<file path="src/rtl/instruction_encoder_pkg.sv">
// Shared MIPS-I encoding constants and the mnemonic-ID table.
// Opcode/func values match the instruction decoder bit for bit.
// Also holds small helpers that pack the three instruction formats.
package instruction_encoder_pkg;

   localparam int MNEM_W = 6;

   // Primary opcodes
   localparam logic [5:0] OP_SPECIAL = 6'h00, OP_REGIMM = 6'h01, OP_J    = 6'h02, OP_JAL   = 6'h03;
   localparam logic [5:0] OP_BEQ     = 6'h04, OP_BNE    = 6'h05, OP_BLEZ = 6'h06, OP_BGTZ  = 6'h07;
   localparam logic [5:0] OP_ADDI    = 6'h08, OP_ADDIU  = 6'h09, OP_SLTI = 6'h0A, OP_SLTIU = 6'h0B;
   localparam logic [5:0] OP_ANDI    = 6'h0C, OP_ORI    = 6'h0D, OP_XORI = 6'h0E, OP_LUI   = 6'h0F;
   localparam logic [5:0] OP_LB      = 6'h20, OP_LH     = 6'h21, OP_LW   = 6'h23, OP_LBU   = 6'h24;
   localparam logic [5:0] OP_LHU     = 6'h25, OP_SB     = 6'h28, OP_SH   = 6'h29, OP_SW    = 6'h2B;

   // SPECIAL func codes
   localparam logic [5:0] FN_SLL  = 6'h00, FN_SRL   = 6'h02, FN_SRA  = 6'h03, FN_SLLV = 6'h04;
   localparam logic [5:0] FN_SRLV = 6'h06, FN_SRAV  = 6'h07, FN_MULT = 6'h18, FN_MULTU = 6'h19;
   localparam logic [5:0] FN_DIV  = 6'h1A, FN_DIVU  = 6'h1B, FN_ADD  = 6'h20, FN_ADDU = 6'h21;
   localparam logic [5:0] FN_SUB  = 6'h22, FN_SUBU  = 6'h23, FN_AND  = 6'h24, FN_OR   = 6'h25;
   localparam logic [5:0] FN_XOR  = 6'h26, FN_NOR   = 6'h27, FN_SLT  = 6'h2A, FN_SLTU = 6'h2B;

   // REGIMM selectors carried in the rt field
   localparam logic [4:0] RT_BLTZ = 5'b00000, RT_BGEZ = 5'b00001, RT_BLTZAL = 5'b10000, RT_BGEZAL = 5'b10001;

   // Mnemonic IDs 0..45; anything from 46 up is illegal
   typedef enum logic [MNEM_W-1:0] {
      M_ADD, M_ADDU, M_SUB, M_SUBU, M_AND, M_OR, M_XOR, M_NOR, M_SLT, M_SLTU,
      M_SLL, M_SRL, M_SRA, M_SLLV, M_SRLV, M_SRAV, M_MULT, M_MULTU, M_DIV, M_DIVU,
      M_ADDI, M_ADDIU, M_ANDI, M_ORI, M_XORI, M_SLTI, M_SLTIU, M_LUI,
      M_LB, M_LBU, M_LH, M_LHU, M_LW, M_SB, M_SH, M_SW,
      M_BEQ, M_BNE, M_BLEZ, M_BGTZ, M_BLTZ, M_BGEZ, M_BLTZAL, M_BGEZAL, M_J, M_JAL
   } mnem_e;

   function automatic logic [31:0] r_word(input logic [4:0] rs, input logic [4:0] rt,
                                          input logic [4:0] rd, input logic [4:0] sh,
                                          input logic [5:0] fn);
      return {OP_SPECIAL, rs, rt, rd, sh, fn};
   endfunction

   function automatic logic [31:0] i_word(input logic [5:0] op, input logic [4:0] rs,
                                          input logic [4:0] rt, input logic [15:0] imm);
      return {op, rs, rt, imm};
   endfunction

   function automatic logic [31:0] j_word(input logic [5:0] op, input logic [25:0] tgt);
      return {op, tgt};
   endfunction

endpackage

</file>
<file path="src/rtl/instruction_encoder_if.sv">
// Request bus into the encoder plus its instruction-memory write port.
// master = host/memory side, slave = the encoder.
// Word address width follows the memory (AW).
interface instruction_encoder_if #(
   parameter int AW = 10
);
   import instruction_encoder_pkg::*;

   logic              in_valid;
   logic              in_ready;
   logic [MNEM_W-1:0] in_mnem;
   logic [4:0]        in_rs;
   logic [4:0]        in_rt;
   logic [4:0]        in_rd;
   logic [4:0]        in_shamt;
   logic [15:0]       in_imm;
   logic [25:0]       in_target;
   logic              imem_we;
   logic              imem_ready;
   logic [AW-1:0]     imem_addr;
   logic [31:0]       imem_wdata;

   modport master (
      output in_valid, in_mnem, in_rs, in_rt, in_rd, in_shamt, in_imm, in_target, imem_ready,
      input  in_ready, imem_we, imem_addr, imem_wdata
   );

   modport slave (
      input  in_valid, in_mnem, in_rs, in_rt, in_rd, in_shamt, in_imm, in_target, imem_ready,
      output in_ready, imem_we, imem_addr, imem_wdata
   );

endinterface

</file>
<file path="src/rtl/instruction_encoder_fifo.sv">
// Synchronous first-word-fall-through FIFO with full/empty flags.
// Latency: a pushed word is visible at pop_dat_o the cycle after the push edge.
// Backpressure: push ignored while full, pop ignored while empty; push+pop keeps occupancy.
module instr_fifo #(
   parameter int W     = 32,
   parameter int DEPTH = 4
) (
   input  logic         clk,
   input  logic         reset_n,
   input  logic         push_i,
   input  logic [W-1:0] push_dat_i,
   input  logic         pop_i,
   output logic [W-1:0] pop_dat_o,
   output logic         full_o,
   output logic         empty_o
);
   localparam int PW = (DEPTH > 1) ? $clog2(DEPTH) : 1;
   localparam int CW = PW + 1;

   logic [W-1:0]  mem_q [DEPTH];
   logic [PW-1:0] wr_ptr_q, wr_ptr_d, rd_ptr_q, rd_ptr_d;
   logic [CW-1:0] cnt_q, cnt_d;
   logic          do_push, do_pop;

   assign full_o    = (cnt_q == CW'(DEPTH));
   assign empty_o   = (cnt_q == '0);
   assign do_push   = push_i & ~full_o;
   assign do_pop    = pop_i & ~empty_o;
   assign pop_dat_o = mem_q[rd_ptr_q];

   // Pointer and occupancy next-state; pointers wrap naturally since DEPTH is a power of two
   always_comb begin
      wr_ptr_d = wr_ptr_q;
      rd_ptr_d = rd_ptr_q;
      cnt_d    = cnt_q;
      if (do_push) wr_ptr_d = wr_ptr_q + 1'b1;
      if (do_pop)  rd_ptr_d = rd_ptr_q + 1'b1;
      if (do_push & ~do_pop)      cnt_d = cnt_q + 1'b1;
      else if (do_pop & ~do_push) cnt_d = cnt_q - 1'b1;
   end

   // Control state; reset empties the FIFO
   always_ff @(posedge clk or negedge reset_n) begin
      if (!reset_n) begin
         wr_ptr_q <= '0;
         rd_ptr_q <= '0;
         cnt_q    <= '0;
      end else begin
         wr_ptr_q <= wr_ptr_d;
         rd_ptr_q <= rd_ptr_d;
         cnt_q    <= cnt_d;
      end
   end

   // Storage needs no reset: it is never observed while empty
   always_ff @(posedge clk) begin
      if (do_push) mem_q[wr_ptr_q] <= push_dat_i;
   end

endmodule

</file>
<file path="src/rtl/instruction_encoder.sv">
// Assembles MIPS-I words from mnemonic+fields and streams them to imem at an auto-incrementing address.
// Latency: 1 cycle from accept edge to imem_we (FWFT FIFO in between).
// Backpressure: in_ready = !fifo_full; imem_we held with stable addr/data until imem_ready.
module instruction_encoder
   import instruction_encoder_pkg::*;
#(
   parameter int AW    = 10,
   parameter int DEPTH = 4
) (
   input  logic                 clk,
   input  logic                 reset_n,
   instruction_encoder_if.slave bus,
   input  logic                 load_base,
   input  logic [AW-1:0]        base_addr,
   output logic [7:0]           illegal_cnt,
   output logic                 idle
);
   logic [31:0]   enc_word, head_dat;
   logic          enc_legal, accept, push, pop, fifo_full, fifo_empty;
   logic [AW-1:0] addr_q, addr_d;
   logic [7:0]    illegal_q, illegal_d;
   logic [4:0]    rs, rt, rd, sh;
   logic [15:0]   imm;

   assign rs  = bus.in_rs;
   assign rt  = bus.in_rt;
   assign rd  = bus.in_rd;
   assign sh  = bus.in_shamt;
   assign imm = bus.in_imm;

   // Illegal mnemonics are still handshaken so the source never stalls on them
   assign bus.in_ready   = ~fifo_full;
   assign accept         = bus.in_valid & ~fifo_full;
   assign push           = accept & enc_legal;
   assign pop            = ~fifo_empty & bus.imem_ready;
   assign bus.imem_we    = ~fifo_empty;
   assign bus.imem_wdata = fifo_empty ? '0 : head_dat;
   assign bus.imem_addr  = addr_q;
   assign illegal_cnt    = illegal_q;
   assign idle           = fifo_empty;

   // Field packing per mnemonic, with the architecturally-zero fields forced
   always_comb begin
      enc_word  = '0;
      enc_legal = 1'b1;
      case (bus.in_mnem)
         M_ADD:    enc_word = r_word(rs, rt, rd, 5'd0, FN_ADD);
         M_ADDU:   enc_word = r_word(rs, rt, rd, 5'd0, FN_ADDU);
         M_SUB:    enc_word = r_word(rs, rt, rd, 5'd0, FN_SUB);
         M_SUBU:   enc_word = r_word(rs, rt, rd, 5'd0, FN_SUBU);
         M_AND:    enc_word = r_word(rs, rt, rd, 5'd0, FN_AND);
         M_OR:     enc_word = r_word(rs, rt, rd, 5'd0, FN_OR);
         M_XOR:    enc_word = r_word(rs, rt, rd, 5'd0, FN_XOR);
         M_NOR:    enc_word = r_word(rs, rt, rd, 5'd0, FN_NOR);
         M_SLT:    enc_word = r_word(rs, rt, rd, 5'd0, FN_SLT);
         M_SLTU:   enc_word = r_word(rs, rt, rd, 5'd0, FN_SLTU);
         M_SLL:    enc_word = r_word(5'd0, rt, rd, sh, FN_SLL);
         M_SRL:    enc_word = r_word(5'd0, rt, rd, sh, FN_SRL);
         M_SRA:    enc_word = r_word(5'd0, rt, rd, sh, FN_SRA);
         M_SLLV:   enc_word = r_word(rs, rt, rd, 5'd0, FN_SLLV);
         M_SRLV:   enc_word = r_word(rs, rt, rd, 5'd0, FN_SRLV);
         M_SRAV:   enc_word = r_word(rs, rt, rd, 5'd0, FN_SRAV);
         M_MULT:   enc_word = r_word(rs, rt, 5'd0, 5'd0, FN_MULT);
         M_MULTU:  enc_word = r_word(rs, rt, 5'd0, 5'd0, FN_MULTU);
         M_DIV:    enc_word = r_word(rs, rt, 5'd0, 5'd0, FN_DIV);
         M_DIVU:   enc_word = r_word(rs, rt, 5'd0, 5'd0, FN_DIVU);
         M_ADDI:   enc_word = i_word(OP_ADDI, rs, rt, imm);
         M_ADDIU:  enc_word = i_word(OP_ADDIU, rs, rt, imm);
         M_ANDI:   enc_word = i_word(OP_ANDI, rs, rt, imm);
         M_ORI:    enc_word = i_word(OP_ORI, rs, rt, imm);
         M_XORI:   enc_word = i_word(OP_XORI, rs, rt, imm);
         M_SLTI:   enc_word = i_word(OP_SLTI, rs, rt, imm);
         M_SLTIU:  enc_word = i_word(OP_SLTIU, rs, rt, imm);
         M_LUI:    enc_word = i_word(OP_LUI, 5'd0, rt, imm);
         M_LB:     enc_word = i_word(OP_LB, rs, rt, imm);
         M_LBU:    enc_word = i_word(OP_LBU, rs, rt, imm);
         M_LH:     enc_word = i_word(OP_LH, rs, rt, imm);
         M_LHU:    enc_word = i_word(OP_LHU, rs, rt, imm);
         M_LW:     enc_word = i_word(OP_LW, rs, rt, imm);
         M_SB:     enc_word = i_word(OP_SB, rs, rt, imm);
         M_SH:     enc_word = i_word(OP_SH, rs, rt, imm);
         M_SW:     enc_word = i_word(OP_SW, rs, rt, imm);
         M_BEQ:    enc_word = i_word(OP_BEQ, rs, rt, imm);
         M_BNE:    enc_word = i_word(OP_BNE, rs, rt, imm);
         M_BLEZ:   enc_word = i_word(OP_BLEZ, rs, 5'd0, imm);
         M_BGTZ:   enc_word = i_word(OP_BGTZ, rs, 5'd0, imm);
         M_BLTZ:   enc_word = i_word(OP_REGIMM, rs, RT_BLTZ, imm);
         M_BGEZ:   enc_word = i_word(OP_REGIMM, rs, RT_BGEZ, imm);
         M_BLTZAL: enc_word = i_word(OP_REGIMM, rs, RT_BLTZAL, imm);
         M_BGEZAL: enc_word = i_word(OP_REGIMM, rs, RT_BGEZAL, imm);
         M_J:      enc_word = j_word(OP_J, bus.in_target);
         M_JAL:    enc_word = j_word(OP_JAL, bus.in_target);
         default:  enc_legal = 1'b0;
      endcase
   end

   // Address: load_base wins over the increment, so a coinciding write still used the old address
   always_comb begin
      addr_d = addr_q;
      if (load_base)                  addr_d = base_addr;
      else if (pop)                   addr_d = addr_q + 1'b1;
      illegal_d = illegal_q;
      if (accept & ~enc_legal & (illegal_q != 8'hFF)) illegal_d = illegal_q + 8'd1;
   end

   // Address counter and saturating illegal-mnemonic counter
   always_ff @(posedge clk or negedge reset_n) begin
      if (!reset_n) begin
         addr_q    <= '0;
         illegal_q <= '0;
      end else begin
         addr_q    <= addr_d;
         illegal_q <= illegal_d;
      end
   end

   instr_fifo #(
      .W     (32),
      .DEPTH (DEPTH)
   ) u_fifo (
      .clk        (clk),
      .reset_n    (reset_n),
      .push_i     (push),
      .push_dat_i (enc_word),
      .pop_i      (pop),
      .pop_dat_o  (head_dat),
      .full_o     (fifo_full),
      .empty_o    (fifo_empty)
   );

endmodule

</file>
<file path="src/flat_wrapper.sv">
// flat-port wrapper written by rule: the top's interface ports become plain ports
module instruction_encoder_flat import instruction_encoder_pkg::*;
#(
   parameter int AW    = 10,
   parameter int DEPTH = 4
)
  (clk, reset_n, load_base, base_addr, illegal_cnt, idle, bus_in_valid, bus_in_mnem, bus_in_rs, bus_in_rt, bus_in_rd, bus_in_shamt, bus_in_imm, bus_in_target, bus_imem_ready, bus_in_ready, bus_imem_we, bus_imem_addr, bus_imem_wdata);
  instruction_encoder_if #(.AW(AW)) bus_i ();
  input  logic clk;
  input  logic reset_n;
  input  logic load_base;
  input  logic [AW-1:0] base_addr;
  output logic [7:0] illegal_cnt;
  output logic idle;
  input wire logic [$bits(bus_i.in_valid)-1:0] bus_in_valid;
  input wire logic [$bits(bus_i.in_mnem)-1:0] bus_in_mnem;
  input wire logic [$bits(bus_i.in_rs)-1:0] bus_in_rs;
  input wire logic [$bits(bus_i.in_rt)-1:0] bus_in_rt;
  input wire logic [$bits(bus_i.in_rd)-1:0] bus_in_rd;
  input wire logic [$bits(bus_i.in_shamt)-1:0] bus_in_shamt;
  input wire logic [$bits(bus_i.in_imm)-1:0] bus_in_imm;
  input wire logic [$bits(bus_i.in_target)-1:0] bus_in_target;
  input wire logic [$bits(bus_i.imem_ready)-1:0] bus_imem_ready;
  output wire logic [$bits(bus_i.in_ready)-1:0] bus_in_ready;
  output wire logic [$bits(bus_i.imem_we)-1:0] bus_imem_we;
  output wire logic [$bits(bus_i.imem_addr)-1:0] bus_imem_addr;
  output wire logic [$bits(bus_i.imem_wdata)-1:0] bus_imem_wdata;
  assign bus_i.in_valid = bus_in_valid;
  assign bus_i.in_mnem = bus_in_mnem;
  assign bus_i.in_rs = bus_in_rs;
  assign bus_i.in_rt = bus_in_rt;
  assign bus_i.in_rd = bus_in_rd;
  assign bus_i.in_shamt = bus_in_shamt;
  assign bus_i.in_imm = bus_in_imm;
  assign bus_i.in_target = bus_in_target;
  assign bus_i.imem_ready = bus_imem_ready;
  assign bus_in_ready = bus_i.in_ready;
  assign bus_imem_we = bus_i.imem_we;
  assign bus_imem_addr = bus_i.imem_addr;
  assign bus_imem_wdata = bus_i.imem_wdata;
  instruction_encoder #(.AW(AW), .DEPTH(DEPTH)) u_core (.clk(clk), .reset_n(reset_n), .bus(bus_i), .load_base(load_base), .base_addr(base_addr), .illegal_cnt(illegal_cnt), .idle(idle));
endmodule
</file>
<file path="config.mk">
export PLATFORM = sky130hd
export DESIGN_NAME = instruction_encoder_flat
export DESIGN_NICKNAME = d
export VERILOG_FILES = /design/src/rtl/instruction_encoder_pkg.sv /design/src/rtl/instruction_encoder_if.sv /design/src/rtl/instruction_encoder_fifo.sv /design/src/rtl/instruction_encoder.sv /design/src/flat_wrapper.sv
export SDC_FILE = /design/constraint.sdc
export NUM_CORES = 1
export LEC_CHECK = 0
export CAP_MARGIN = 20
export CELL_PAD_IN_SITES_DETAIL_PLACEMENT = 0
export CELL_PAD_IN_SITES_GLOBAL_PLACEMENT = 1
export CORE_MARGIN = 2
export CORE_UTILIZATION = 43
export CTS_CLUSTER_SIZE = 25
export DETAILED_ROUTE_END_ITERATION = 16
export PLACE_DENSITY = 0.84
export RECOVER_POWER = 50
export SETUP_SLACK_MARGIN = 0.3
export SYNTH_ARGS = -nofsm -noshare
export SYNTH_HDL_FRONTEND = slang
export SYNTH_HIERARCHICAL = 1
export SYNTH_SLANG_ARGS = --single-unit
</file>
<file path="constraint.sdc">
create_clock -name clk -period 2.9 [get_ports clk]
set_input_delay 0.58 -clock clk [delete_from_list [all_inputs] [get_ports clk]]
set_output_delay 0.58 -clock clk [all_outputs]
set_load 0.03 [all_outputs]
</file>
== Yosys cells after proc, flatten, opt, wreduce, memory -nomap -nowiden ==
Memories as Yosys holds them, arrays and structs flattened.
Index checks and enable logic that the tools add are counted.
Storage, ports and cells
  output and inout bits: 53
  logic and storage cells: 87
  flip-flop bits (word level): 25
  memory bits (writable): 128
  memories: 1
Memories
  u_core.u_fifo.mem_q: words 4, width 32, rd ports 1, clocked after memory_dff 0, wr ports 1, line instruction_encoder_fifo.sv:20  | logic [W-1:0] mem_q [DEPTH];
Operators by class
  bitwise operators: 14
  muxes and demuxes: 9
  add/subtract/negate cells: 6
  reductions and logical operators: 5
  equality and inequality tests: 47
Operators with widths (number)
  32-bit one-hot mux with 46 select lines: 1
  6-bit by 5-bit == test with 1-bit output, second input constant: 16
  6-bit == test, second input constant: 14
  6-bit by 4-bit == test with 1-bit output, second input constant: 8
  46-bit OR reduction: 1
  32-bit 2-to-1 mux: 1
  6-bit by 3-bit == test with 1-bit output, second input constant: 4
  10-bit 2-to-1 mux: 2
  6-bit by 2-bit == test with 1-bit output, second input constant: 2
  10-bit by 1-bit adder with 10-bit output, second input constant: 1
  1-bit AND: 9
  8-bit by 1-bit adder with 8-bit output, second input constant: 1
  8-bit inequality test, second input constant: 1
  6-bit by 1-bit == test with 1-bit output, second input constant: 1
  6-bit zero test: 1
  3-bit 2-to-1 mux: 2
  1-bit NOT: 5
  2-bit by 1-bit adder with 2-bit output, second input constant: 2
  2-bit nonzero test: 2
  3-bit by 1-bit adder with 3-bit output, second input constant: 1
  3-bit == test, second input constant: 1
  3-bit zero test: 1
  1-bit 2-to-1 mux: 3
  3-bit by 1-bit subtractor with 3-bit output, second input constant: 1

== Depth between registers and ports, before layout ==
  depth in word-level cells: 9
  mapped depth: 12
  mapped depth without buffers: 10

== By module ==
Netlist, hierarchy kept.
By module, submodules not included
  instr_fifo: area each 5094.9 sq um, seq. area each 4018.9 sq um, instances 1, cells each 204
  instruction_encoder: area each 1988.2 sq um, seq. area each 450.4 sq um, instances 1, cells each 253

== Worst setup path after synthesis ==
OpenSTA, ideal clock, no wires.
  path kind: input to register
  start point: in bus_in_mnem[2]
  end point: mem u_core.u_fifo.mem_q[2][0], enable pin
  arrival: 2.244 ns
  library setup time: 0.392 ns
  stages on the path: 7
  path slack: 0.264 ns
  cell sequence: buf_2 > a31oi_1 > nor2b_1 > nor3b_1 > nor2b_1 > buf_6 > and2_1
On the way
  cells in the longest elaborated chain, start to end: 7
Ends and longest elaborated chain
  from (decl): line flat_wrapper.sv:16  | input wire logic [$bits(bus_i.in_mnem)-1:0] bus_in_mnem;
  6-bit by 1-bit == test with 1-bit output (tied with other cells): line instruction_encoder.sv:46  | case (bus.in_mnem)
  46-bit OR reduction (no source line) *
  1-bit 2-to-1 mux *: line instruction_encoder.sv:46
  1-bit AND *: line instruction_encoder.sv:34  | assign push = accept & enc_legal;
  net u_core.push: line instruction_encoder.sv:19  | logic enc_legal, accept, push, pop, fifo_full, fifo_empty;
  1-bit AND *: line instruction_encoder_fifo.sv:27  | assign do_push = push_i & ~full_o;
  net u_core.u_fifo.do_push: line instruction_encoder_fifo.sv:23  | logic do_push, do_pop;
  1-bit 2-to-1 mux *: line instruction_encoder_fifo.sv:57  | if (do_push) mem_q[wr_ptr_q] <= push_dat_i;
  1-bit 2-to-1 mux (not written as such) *: line instruction_encoder_fifo.sv:57
  to (decl): line instruction_encoder_fifo.sv:20
The timed path passes the listed nets; every way through them passes the cells marked *.

== Worst setup path in the final report ==
  start point: reg u_core.u_fifo.cnt_q[0]
  end point: out bus_imem_wdata[15]
On the way
  cells in the longest elaborated chain, start to end: 2
Ends and longest elaborated chain
  from (decl): line instruction_encoder_fifo.sv:22  | logic [CW-1:0] cnt_q, cnt_d;
  from (signal assigned): line instruction_encoder_fifo.sv:51  | cnt_q <= cnt_d;
  3-bit zero test: line instruction_encoder_fifo.sv:26  | assign empty_o = (cnt_q == '0);
  32-bit 2-to-1 mux: line instruction_encoder.sv:37  | assign bus.imem_wdata = fifo_empty ? '0 : head_dat;
  to (decl): line flat_wrapper.sv:27  | output wire logic [$bits(bus_i.imem_wdata)-1:0] bus_imem_wdata;
Every way passes these cells.

==> impl_metrics.tcl <==
set metrics [dict create \
    outcome "finished clean" \
    track_usage_pct 19.46 \
    gr-total-overflow 0 \
    skew_ns 0.007072 \
    setup_viol 0 \
    cp.required_ns 2.32 \
    netlist_area_sq_mm 0.007083 \
    p_switching_w 0.003146 \
    clock_sinks 153 \
    grt_pass1_vias 4764 \
    seq_area_frac_synth_pct 63.10 \
    synth_top_cell_area_share_pct 54.27 \
    drt_iter0_drc 368 \
    path_common_cell "buf_12" \
    start_kind "flop" \
    worstMarginPinSlew_ns 0.8066 \
    cts_tree "done" \
    die_width_um 132.3 \
    syn_area_per_cell_sq_um 15.50 \
    clock_latency_ns 0.43 \
    wire_per_inst_um 19.54 \
    final_common_cell "edfxtp_1" \
    async_flop_share_pct 16.34 \
    via_count 4597 \
    worstSetupEndpointType "output port" \
    max_cap_violations 0 \
    crit_buf_inv 4 \
    peakVddDrop_mv 0.5455 \
    num-fill-cells 1305 \
    synth_edf_count 128 \
    dpl.hpwl_um 11280 \
    ys_seq_elements 153 \
    ys_top_cells_by_area "edfxtp_1, mux4_2, dfrtp_1" \
    rows 46 \
    power_w 0.008911 \
    gp_congestion 0.8009 \
    pwr-share-clk_pct 23.7 \
    synthCells 457 \
    grt_max_degree 34 \
    antenna_found_initial 0 \
    drc 0 \
    numPortBuffers 135 \
    yosys.area.top_type "edfxtp_1" \
    final_cell_mix "edfxtp_1, clkdlybuf4s50_1, nor2b_1, buf_4, mux4_2" \
    met3_length_um 953 \
    syn_to_final_growth_pct 33.74 \
    ys_warn_count 6 \
    m1WireLength_um 6936 \
    clk_pin_slew_ns 0.06 \
    start_util_pct 44.27 \
    fin_tns_setup_ns 0 \
    post-route-period-util_pct 92.14 \
    max_freq_mhz 374.3 \
    antenna_left 0 \
    clock_path_buffers 2 \
    hold_ws_ns 0.5118 \
    placedCellCount 813 \
    internal_power_w 0.005765 \
    slew_headroom_pct 46.23 \
    wl_um 16730 \
    pin_count 136 \
    top_layer_used "met4" \
    crit_slowest_cell "or3_1" \
    min_period_ns 2.672 \
    critPathKind "flop to output port" \
    slew_violations 0 \
    pwr-share-seq_pct 33.7 \
    critPathTopFamily "buffers and inverters" \
    cp.arrival_ns 2.09 \
    hold_buffers 0 \
    critical_path.max_stage_delay_ns 0.44 \
    die_h_um 132.3 \
    hold_viol 0 \
    power.leakage_nw 3.518 \
    switching_share_pct 35.31 \
    cts_inserted_buffers 17 \
    drive_gt1_share_pct 22.97 \
    crit_chain "or3_1 -> clkinvlp_2 -> buf_12 -> buf_12 -> nor2b_1 -> clkdlybuf4s15_2" \
    grt_pass1_wl_um 26100 \
    power.density_mw_per_mm2 940.7 \
    die_area_sq_mm 0.01752 \
    fin_util_pct 59.20 \
    path_max_fanout 17 \
    nets 718 \
    vias_per_cell 5.370 \
    synth.distinct_cells 61 \
    clockRootBuffer "clkbuf_16" \
    htree_num_levels 4 \
    pwr-share-comb_pct 42.6 \
    met2_wirelength_um 8568 \
    final_cells 856 \
    coreArea_sq_mm 0.01600 \
    diodes 0 \
    synth_top_flop_cell "edfxtp_1" \
    dr.pass1.iters 4 \
    rsz0062_at_grt "yes" \
    hp-class "flop to flop" \
]
path summary, 6_finish.rpt:
path,startpoint,end,slack [ns],cells past startpoint
max in group asynchronous,reset_n,u_core/bus.imem_addr[6],1.25,2
setup / recovery,u_core/u_fifo/cnt_q[0],bus_imem_wdata[15],0.23,6
hold / removal,u_core/u_fifo/cnt_q[2],u_core/u_fifo/cnt_q[2],0.51,1
hold reg to reg,u_core/u_fifo/cnt_q[2],u_core/u_fifo/cnt_q[2],0.51,1
setup reg to reg,u_core/u_fifo/cnt_q[0],u_core/u_fifo/cnt_q[2],0.29,12
min in group asynchronous,reset_n,u_core/illegal_cnt[6],0.67,1
logic make-up (layout without fill, tap and decap cells):
kind of cell / after synthesis / in the layout / share of synthesized area [%]
fa+ha+maj: 8 / 8 / 1.519
compound gates: 75 / 75 / 7.808
other cells: 1 / 4 / 0.05294
mux: 38 / 38 / 11.38
xor+xnor: 21 / 21 / 2.597
buf+inv: 41 / 221 / 3.639
simple gates: 120 / 120 / 9.910
flops: 153 / 153 / 63.10
what timing repair did:
action,in CTS,in global routing
cloned,2,1
gates resized for setup,75,17
pin swaps,0,3
setup endpoints to repair,30,27
buffers inserted,2,6
cell type report:
class                      count  area (sq um)  share of cell area [%]
multi-input combinational    266          2356                   24.87
inverter                      13         50.05                  0.5283
clock buffer                  17         425.4                   4.491
tap                          216         270.3                   2.853
timing repair buffer         176          1758                   18.56
sequential                   153          4473                   47.22
clock inverter                15         140.1                   1.479
synthesized netlist by cell type, drive strengths merged (4+ instances only):
master and instances:
xor2 14, a21oi 6, a21o 6, a22o 14
o22ai 8, nand2b 7, nand3 8, dfrtp 25
nor2b 37, o21ai 17, edfxtp 128, nand2 26
nor2 10, ha 7, buf 19, a222oi 5
and2 6, inv 13, mux4 32, xnor2 7
nand4 5, clkbuf 9, nor3 4, mux2 5
routing by layer:
metal	track usage, %	vias up
met2	32.12	156
met3	4.383	18
li1	-	2112
met1	25.34	2311
met4	7.109	0
met5	0	-
registers in the layout, indices dropped and copies added, names as in the netlist:
signal                  cells
u_core/u_fifo/cnt_q         3
u_core/illegal_cnt          8
u_core/u_fifo/wr_ptr_q      2
u_core/u_fifo/mem_q       128
u_core/u_fifo/rd_ptr_q      2
u_core/bus.imem_addr       10
worst reg2reg max path, stage by stage, from the launching register on:
cell	delay, ns
dfrtp_2	0.43
or3_1	0.44
clkinvlp_2	0.18
buf_12	0.12
buf_4	0.12
nor2b_1	0.06
nand2_1	0.11
ha_2	0.19
inv_1	0.05
fa_1	0.37
xor2_1	0.15
nor2_1	0.14
xor2_1	0.18
stage by stage:
stage / setup WS [ns] / area [sq um]
floorplan: 0.3256 / 7099
global route: 0.1066 / 9473
global placement: 0.05241 / 8793
finish: 0.2281 / 9473
detailed placement: -0.04356 / 8793
CTS: 0.2628 / 9463
power by group through the flow:
stage / registers (W) / logic (W) / clock network, W
after global routing: 0.00304 / 0.00403 / 0.00224
after global placement: 0.00301 / 0.00367 / 0
final: 0.00301 / 0.00379 / 0.00211
after CTS: 0.00301 / 0.00379 / 0.00214
after floorplan: 0.00308 / 0.00231 / 0
after detailed placement: 0.00304 / 0.00370 / 0
Power figures use the tool's default switching activity.
